File: src/rtl/axi_wdata_router_pkg.sv
// Shared definitions for the AXI write-data router.
// - Slave select encoding produced by the AW decoder and consumed by the W router.
// - route_t: one accepted AW route {sel, len} held until its W burst completes.
package axi_wdata_router_pkg;

  localparam int unsigned AXI_LEN_BITS  = 4;
  localparam int unsigned AXI_DATA_BITS = 32;

  localparam logic [1:0] SEL_S0 = 2'b00;
  localparam logic [1:0] SEL_S1 = 2'b01;
  localparam logic [1:0] SEL_SD = 2'b10;  // 2'b11 also decodes to the default slave

  typedef struct packed {
    logic [1:0]              sel;
    logic [AXI_LEN_BITS-1:0] len;
  } route_t;

endpackage

File: src/rtl/axi_wdata_router_route_fifo.sv
// Synchronous FIFO of AW routes.
// Ports:
//   clk_i, rst_i      clock, synchronous active-high reset
//   push_i, entry_i   enqueue a route (ignored when full)
//   pop_i             dequeue the head (ignored when empty)
//   full_o, empty_o   occupancy flags
//   head_o            oldest route, valid when !empty_o
module axi_wdata_router_route_fifo
  import axi_wdata_router_pkg::*;
#(
  parameter int unsigned Depth = 2
) (
  input  logic   clk_i,
  input  logic   rst_i,
  input  logic   push_i,
  input  route_t entry_i,
  input  logic   pop_i,
  output logic   full_o,
  output logic   empty_o,
  output route_t head_o
);

  localparam int unsigned PtrW = $clog2(Depth);
  localparam logic [PtrW:0] DepthCnt = (PtrW + 1)'(Depth);

  route_t          mem_q [Depth];
  logic [PtrW-1:0] wr_ptr_q, rd_ptr_q;
  logic [PtrW:0]   cnt_q;
  logic            push_en, pop_en;

  assign full_o  = (cnt_q == DepthCnt);
  assign empty_o = (cnt_q == '0);
  assign head_o  = mem_q[rd_ptr_q];

  assign push_en = push_i & ~full_o;
  assign pop_en  = pop_i & ~empty_o;

  // Depth is a power of two, so the pointers wrap naturally.
  always_ff @(posedge clk_i) begin
    if (rst_i) begin
      wr_ptr_q <= '0;
      rd_ptr_q <= '0;
      cnt_q    <= '0;
    end else begin
      if (push_en) wr_ptr_q <= wr_ptr_q + PtrW'(1);
      if (pop_en)  rd_ptr_q <= rd_ptr_q + PtrW'(1);
      if (push_en && !pop_en)      cnt_q <= cnt_q + (PtrW + 1)'(1);
      else if (!push_en && pop_en) cnt_q <= cnt_q - (PtrW + 1)'(1);
    end
  end

  // Storage needs no reset: entries are only read once counted valid.
  always_ff @(posedge clk_i) begin
    if (push_en) mem_q[wr_ptr_q] <= entry_i;
  end

endmodule

File: src/rtl/axi_wdata_router.sv
// AXI write-data router: steers one master's W beats to S0, S1 or the default
// slave SD in the order AW transfers were accepted, and regenerates WLAST.
// Ports:
//   clk, rst                     clock, synchronous active-high reset
//   aw_fire_i/aw_sel_i/aw_len_i  accepted AW: target select and AWLEN
//   aw_route_ready_o             route queue has space (gates AWREADY upstream)
//   W*_M1                        master W channel
//   W*_S0 / W*_S1 / W*_SD        slave W channels
//   wlast_err_o                  one-cycle pulse when master WLAST disagrees with beat count
module axi_wdata_router
  import axi_wdata_router_pkg::*;
#(
  parameter int unsigned ROUTE_DEPTH = 2,
  parameter int unsigned LEN_W       = AXI_LEN_BITS,
  parameter int unsigned DATA_W      = AXI_DATA_BITS
) (
  input  logic                clk,
  input  logic                rst,
  input  logic                aw_fire_i,
  input  logic [1:0]          aw_sel_i,
  input  logic [LEN_W-1:0]    aw_len_i,
  output logic                aw_route_ready_o,
  input  logic [DATA_W-1:0]   WDATA_M1,
  input  logic [DATA_W/8-1:0] WSTRB_M1,
  input  logic                WLAST_M1,
  input  logic                WVALID_M1,
  output logic                WREADY_M1,
  output logic [DATA_W-1:0]   WDATA_S0,
  output logic [DATA_W/8-1:0] WSTRB_S0,
  output logic                WLAST_S0,
  output logic                WVALID_S0,
  input  logic                WREADY_S0,
  output logic [DATA_W-1:0]   WDATA_S1,
  output logic [DATA_W/8-1:0] WSTRB_S1,
  output logic                WLAST_S1,
  output logic                WVALID_S1,
  input  logic                WREADY_S1,
  output logic [DATA_W-1:0]   WDATA_SD,
  output logic [DATA_W/8-1:0] WSTRB_SD,
  output logic                WLAST_SD,
  output logic                WVALID_SD,
  input  logic                WREADY_SD,
  output logic                wlast_err_o
);

  route_t             head;
  logic               q_empty, q_full;
  logic               at_last, fire, pop;
  logic [LEN_W-1:0]   beat_cnt_q, beat_cnt_d;
  logic               err_q, err_d;

  axi_wdata_router_route_fifo #(
    .Depth (ROUTE_DEPTH)
  ) u_route_fifo (
    .clk_i   (clk),
    .rst_i   (rst),
    .push_i  (aw_fire_i),
    .entry_i ('{sel: aw_sel_i, len: aw_len_i}),
    .pop_i   (pop),
    .full_o  (q_full),
    .empty_o (q_empty),
    .head_o  (head)
  );

  assign aw_route_ready_o = ~q_full;

  assign at_last = ~q_empty & (beat_cnt_q == head.len);

  // Steering from the queue head; an empty queue stalls the master.
  always_comb begin
    WVALID_S0 = 1'b0;
    WVALID_S1 = 1'b0;
    WVALID_SD = 1'b0;
    WREADY_M1 = 1'b0;
    if (!q_empty) begin
      case (head.sel)
        SEL_S0: begin
          WVALID_S0 = WVALID_M1;
          WREADY_M1 = WREADY_S0;
        end
        SEL_S1: begin
          WVALID_S1 = WVALID_M1;
          WREADY_M1 = WREADY_S1;
        end
        default: begin
          WVALID_SD = WVALID_M1;
          WREADY_M1 = WREADY_SD;
        end
      endcase
    end
  end

  assign WDATA_S0 = WDATA_M1;
  assign WDATA_S1 = WDATA_M1;
  assign WDATA_SD = WDATA_M1;
  assign WSTRB_S0 = WSTRB_M1;
  assign WSTRB_S1 = WSTRB_M1;
  assign WSTRB_SD = WSTRB_M1;

  // Slave WLAST comes from the beat count, never from the master.
  assign WLAST_S0 = at_last;
  assign WLAST_S1 = at_last;
  assign WLAST_SD = at_last;

  assign fire = WVALID_M1 & WREADY_M1;
  assign pop  = fire & at_last;

  always_comb begin
    beat_cnt_d = beat_cnt_q;
    if (fire) begin
      beat_cnt_d = at_last ? '0 : beat_cnt_q + LEN_W'(1);
    end
    err_d = fire & (WLAST_M1 != at_last);
  end

  always_ff @(posedge clk) begin
    if (rst) begin
      beat_cnt_q <= '0;
      err_q      <= 1'b0;
    end else begin
      beat_cnt_q <= beat_cnt_d;
      err_q      <= err_d;
    end
  end

  assign wlast_err_o = err_q;

endmodule

File: config.mk
export PLATFORM = sky130hd
export DESIGN_NAME = axi_wdata_router
export DESIGN_NICKNAME = d
export VERILOG_FILES = /design/src/rtl/axi_wdata_router_pkg.sv /design/src/rtl/axi_wdata_router_route_fifo.sv /design/src/rtl/axi_wdata_router.sv
export SDC_FILE = /design/constraint.sdc
export NUM_CORES = 1
export LEC_CHECK = 0
export CAP_MARGIN = 20
export CORE_ASPECT_RATIO = 0.5
export CORE_MARGIN = 1
export CORE_UTILIZATION = 34
export DETAILED_ROUTE_END_ITERATION = 10
export PLACE_DENSITY = 0.95
export SLEW_MARGIN = 5
export SYNTH_ARGS = -nofsm -noshare
export SYNTH_HDL_FRONTEND = slang
export SYNTH_SLANG_ARGS = --single-unit
File: constraint.sdc
create_clock -name clk -period 4.25 [get_ports clk]
set_input_delay 0.85 -clock clk [delete_from_list [all_inputs] [get_ports clk]]
set_output_delay 0.85 -clock clk [all_outputs]
set_load 0.03 [all_outputs]
==> impl_metrics.env <==
export IMPL_status="finished clean"
export IMPL_cts_hold_buffers=0
export IMPL_drc_errors=0
export IMPL_post_cts_buffers=0
export IMPL_fin_area_mm2=0.001391
export IMPL_final_cell_mix="clkdlybuf4s50_1 (22), edfxtp_1 (12), nor2_1 (11), dfxtp_1 (10)"
export IMPL_fin_nets=176
export IMPL_routed_wl_mm=3.016
export IMPL_synth_compound_area_share_pct=6.061
export IMPL_startpoint_type="register"
export IMPL_cts_buffers_inserted=3
export IMPL_wire_per_inst_um=15.63
export IMPL_p_leak_nw=0.4854
export IMPL_die_h_um=54.85
export IMPL_worst_pin_slew_ns=0.7202
export IMPL_core_area_mm2=0.005135
export IMPL_tns_ns=0
export IMPL_rsz0062_at_grt="false"
export IMPL_grt_usage_pct=10.38
export IMPL_grt_pass1_wl_mm=4.457
export IMPL_slowest_stage="clkdlybuf4s50_1"
export IMPL_max_stage_delay_ns=0.69
export IMPL_num_fill_cells=531
export IMPL_clk_path_buf_depth=2
export IMPL_antenna_found_initial=0
export IMPL_final_common_cell="clkdlybuf4s50_1"
export IMPL_skew_ns=0.003435
export IMPL_cp_data_arrival_time_ns=2.60
export IMPL_dieArea_mm2=0.005907
export IMPL_synth_top_family_by_area="buffers and inverters"
export IMPL_diodes=0
export IMPL_ir_drop_v=0.0001097
export IMPL_area_growth_pct=-26.75
export IMPL_critPathMaxFanout=13
export IMPL_cts_resized=0
export IMPL_synth_seq_area_share_pct=29.51
export IMPL_rows=18
export IMPL_hold_class="register to register"
export IMPL_syn_inst=212
export IMPL_fin_crit_sh_pct=81.22
export IMPL_cts_root_buf="clkbuf_8"
export IMPL_clk_latency_ns=0.27
export IMPL_vias=906
export IMPL_fin_crit_ns=3.452
export IMPL_drive_gt1_share_pct=4.878
export IMPL_yosys_register_bits=22
export IMPL_start_util_pct=36.99
export IMPL_synth_distinct_cells=32
export IMPL_place_hpwl_mm=2.349
export IMPL_overflow=0
export IMPL_portBuffers=22
export IMPL_syn_avg_cell_area_um2=8.959
export IMPL_htreeDepth=1
export IMPL_die_w_um=107.7
export IMPL_syn_nets=264
export IMPL_cap_violations=0
export IMPL_drt_first_pass_iters=4
export IMPL_setup_viol=0
export IMPL_drtIter0Drc=40
export IMPL_synth_simple_gate_area_share_pct=10.01
export IMPL_synth_mux_area_fraction_pct=3.162
export IMPL_viasPerCell=4.694
export IMPL_max_slew_margin_rel_pct=51.66
export IMPL_powerDensity_mw_per_mm2=363.5
export IMPL_crit_chain="mux2i_1 -> mux2i_1 -> nand4_2 -> inv_1 -> clkdlybuf4s50_1"
export IMPL_dpl_cell_area_mm2=0.001346
export IMPL_hold_violations=0
export IMPL_post_route_util_pct=27.10
export IMPL_crit_path_end_kind="output port"
export IMPL_synthesis_area_mm2=0.001899
export IMPL_first_global_vias=863
export IMPL_max_freq_mhz=289.7
export IMPL_routabilityCongestion=0.7476
export IMPL_yosys_area_share_adder_pct=1.318
export IMPL_power_mw=0.5058
export IMPL_grt_max_degree=14
export IMPL_yosysWarningCount=0
export IMPL_report_final_slew_viol_count=0
export IMPL_cp_required_ns=3.40
export IMPL_clock_sinks=22
export IMPL_io_pins=167
export IMPL_crit_buf_inv=2
export IMPL_critPathKind="register to output port"
export IMPL_synth_xor_area_share_pct=3.228
export IMPL_antenna_left=0
export IMPL_cts_clk_slew_worst_paths_ns=0.07
export IMPL_tritoncts="built"
export IMPL_cp_common_cell="mux2i_1"
export IMPL_critPathTopFamily="buffers and inverters"
==> per-layer routing <==
metal	routed length, µm	GRT usage [%]
met5	0	0
met4	100	7.534
met3	611	9.167
met2	1405	16.77
met1	898	8.565
==> cell type report <==
cell class	count	area [µm²]	share of cell area [%]
clock buffers	3	41.29	2.968
clock inverters	1	3.754	0.2698
inverters	7	26.28	1.888
multi-input cells	68	451.7	32.46
flip-flops and latches	22	560.5	40.29
well taps	70	87.58	6.295
repair buffers	22	220.2	15.83
==> cells in the mapped netlist <==
master / number / area [µm²]
nand3_1: 3 / 15.01
xor2_1: 7 / 61.31
dfxtp_1: 10 / 200.2
and3_1: 1 / 6.260
a21oi_1: 6 / 30.03
o32a_1: 1 / 10.01
nor3_1: 3 / 15.01
nor4b_1: 1 / 8.760
nand4_2: 1 / 12.51
buf_4: 110 / 825.8
o21ai_0: 4 / 20.02
or3_1: 2 / 12.51
inv_1: 7 / 26.28
clkbuf_1: 2 / 7.510
or2_2: 1 / 6.260
a31oi_1: 2 / 12.51
buf_2: 1 / 5.000
o22ai_1: 1 / 6.260
ha_1: 2 / 25.02
nor2_1: 11 / 41.29
edfxtp_1: 12 / 360.4
nand2b_1: 1 / 6.260
o21ai_1: 1 / 5.000
buf_6: 2 / 22.52
nand2_1: 6 / 22.52
o21bai_1: 1 / 7.510
or3b_1: 2 / 17.52
a221oi_2: 1 / 15.01
a221oi_1: 1 / 8.760
or4b_1: 2 / 20.02
nor4_1: 1 / 6.260
mux2i_1: 6 / 60.06
==> cells by family after synthesis <==
family,after synthesis
AND/OR/NAND/NOR,35
AO/OA/AOI/OAI,18
XOR/XNOR,7
buffers and inverters,122
flip-flops,22
multiplexers,6
adder cells (fa/ha/maj),2
==> sequential cells by signal (all words and copies together) (netlist names), named ones only <==
| signal | cells |
|---|---|
| u_route_fifo.mem_q | 12 |
| beat_cnt_q | 4 |
| u_route_fifo.cnt_q | 2 |
| u_route_fifo.rd_ptr_q | 1 |
| u_route_fifo.wr_ptr_q | 1 |
| wlast_err_o | 1 |
==> worst reg2reg max path, delay by kind of cell (launching register included) <==
kind            cells  cell delay [ns]
fa+ha+maj           1             0.34
flops               1             0.65
simple gates        3             1.02
compound gates      1             0.13
mux                 2             0.54
==> path summary, 6_finish.rpt <==
kind	from	to	slack (ns)	depth (start not counted)
max	register	WLAST_S1	0.80	5
min reg2reg	u_route_fifo.rd_ptr_q	register	0.51	2
min	u_route_fifo.rd_ptr_q	register	0.51	2
max reg2reg	register	u_route_fifo.cnt_q[1]	1.50	7
==> through the flow <==
| step | hold slack, ns | worst slack, ns | cells |
|---|---|---|---|
| finish | 0.5120 | 0.7981 | 193 |
| floorplan | 0.4723 | 1.617 | 212 |
| global route | 0.5496 | 0.6342 | 193 |
| global placement | 0.4867 | 0.8460 | 189 |
| detailed placement | 0.5093 | 0.8252 | 189 |
| CTS | 0.5196 | 0.8042 | 193 |
==> power by group <==
group	internal, mW	total, mW	leakage [nW]	switching, mW
clock	0.0646	0.130	0.0231	0.0655
combinational	0.0490	0.109	0.269	0.0601
sequential	0.247	0.267	0.194	0.0198
total	0.360	0.506	0.485	0.145
Power figures use the tool's default switching activity.
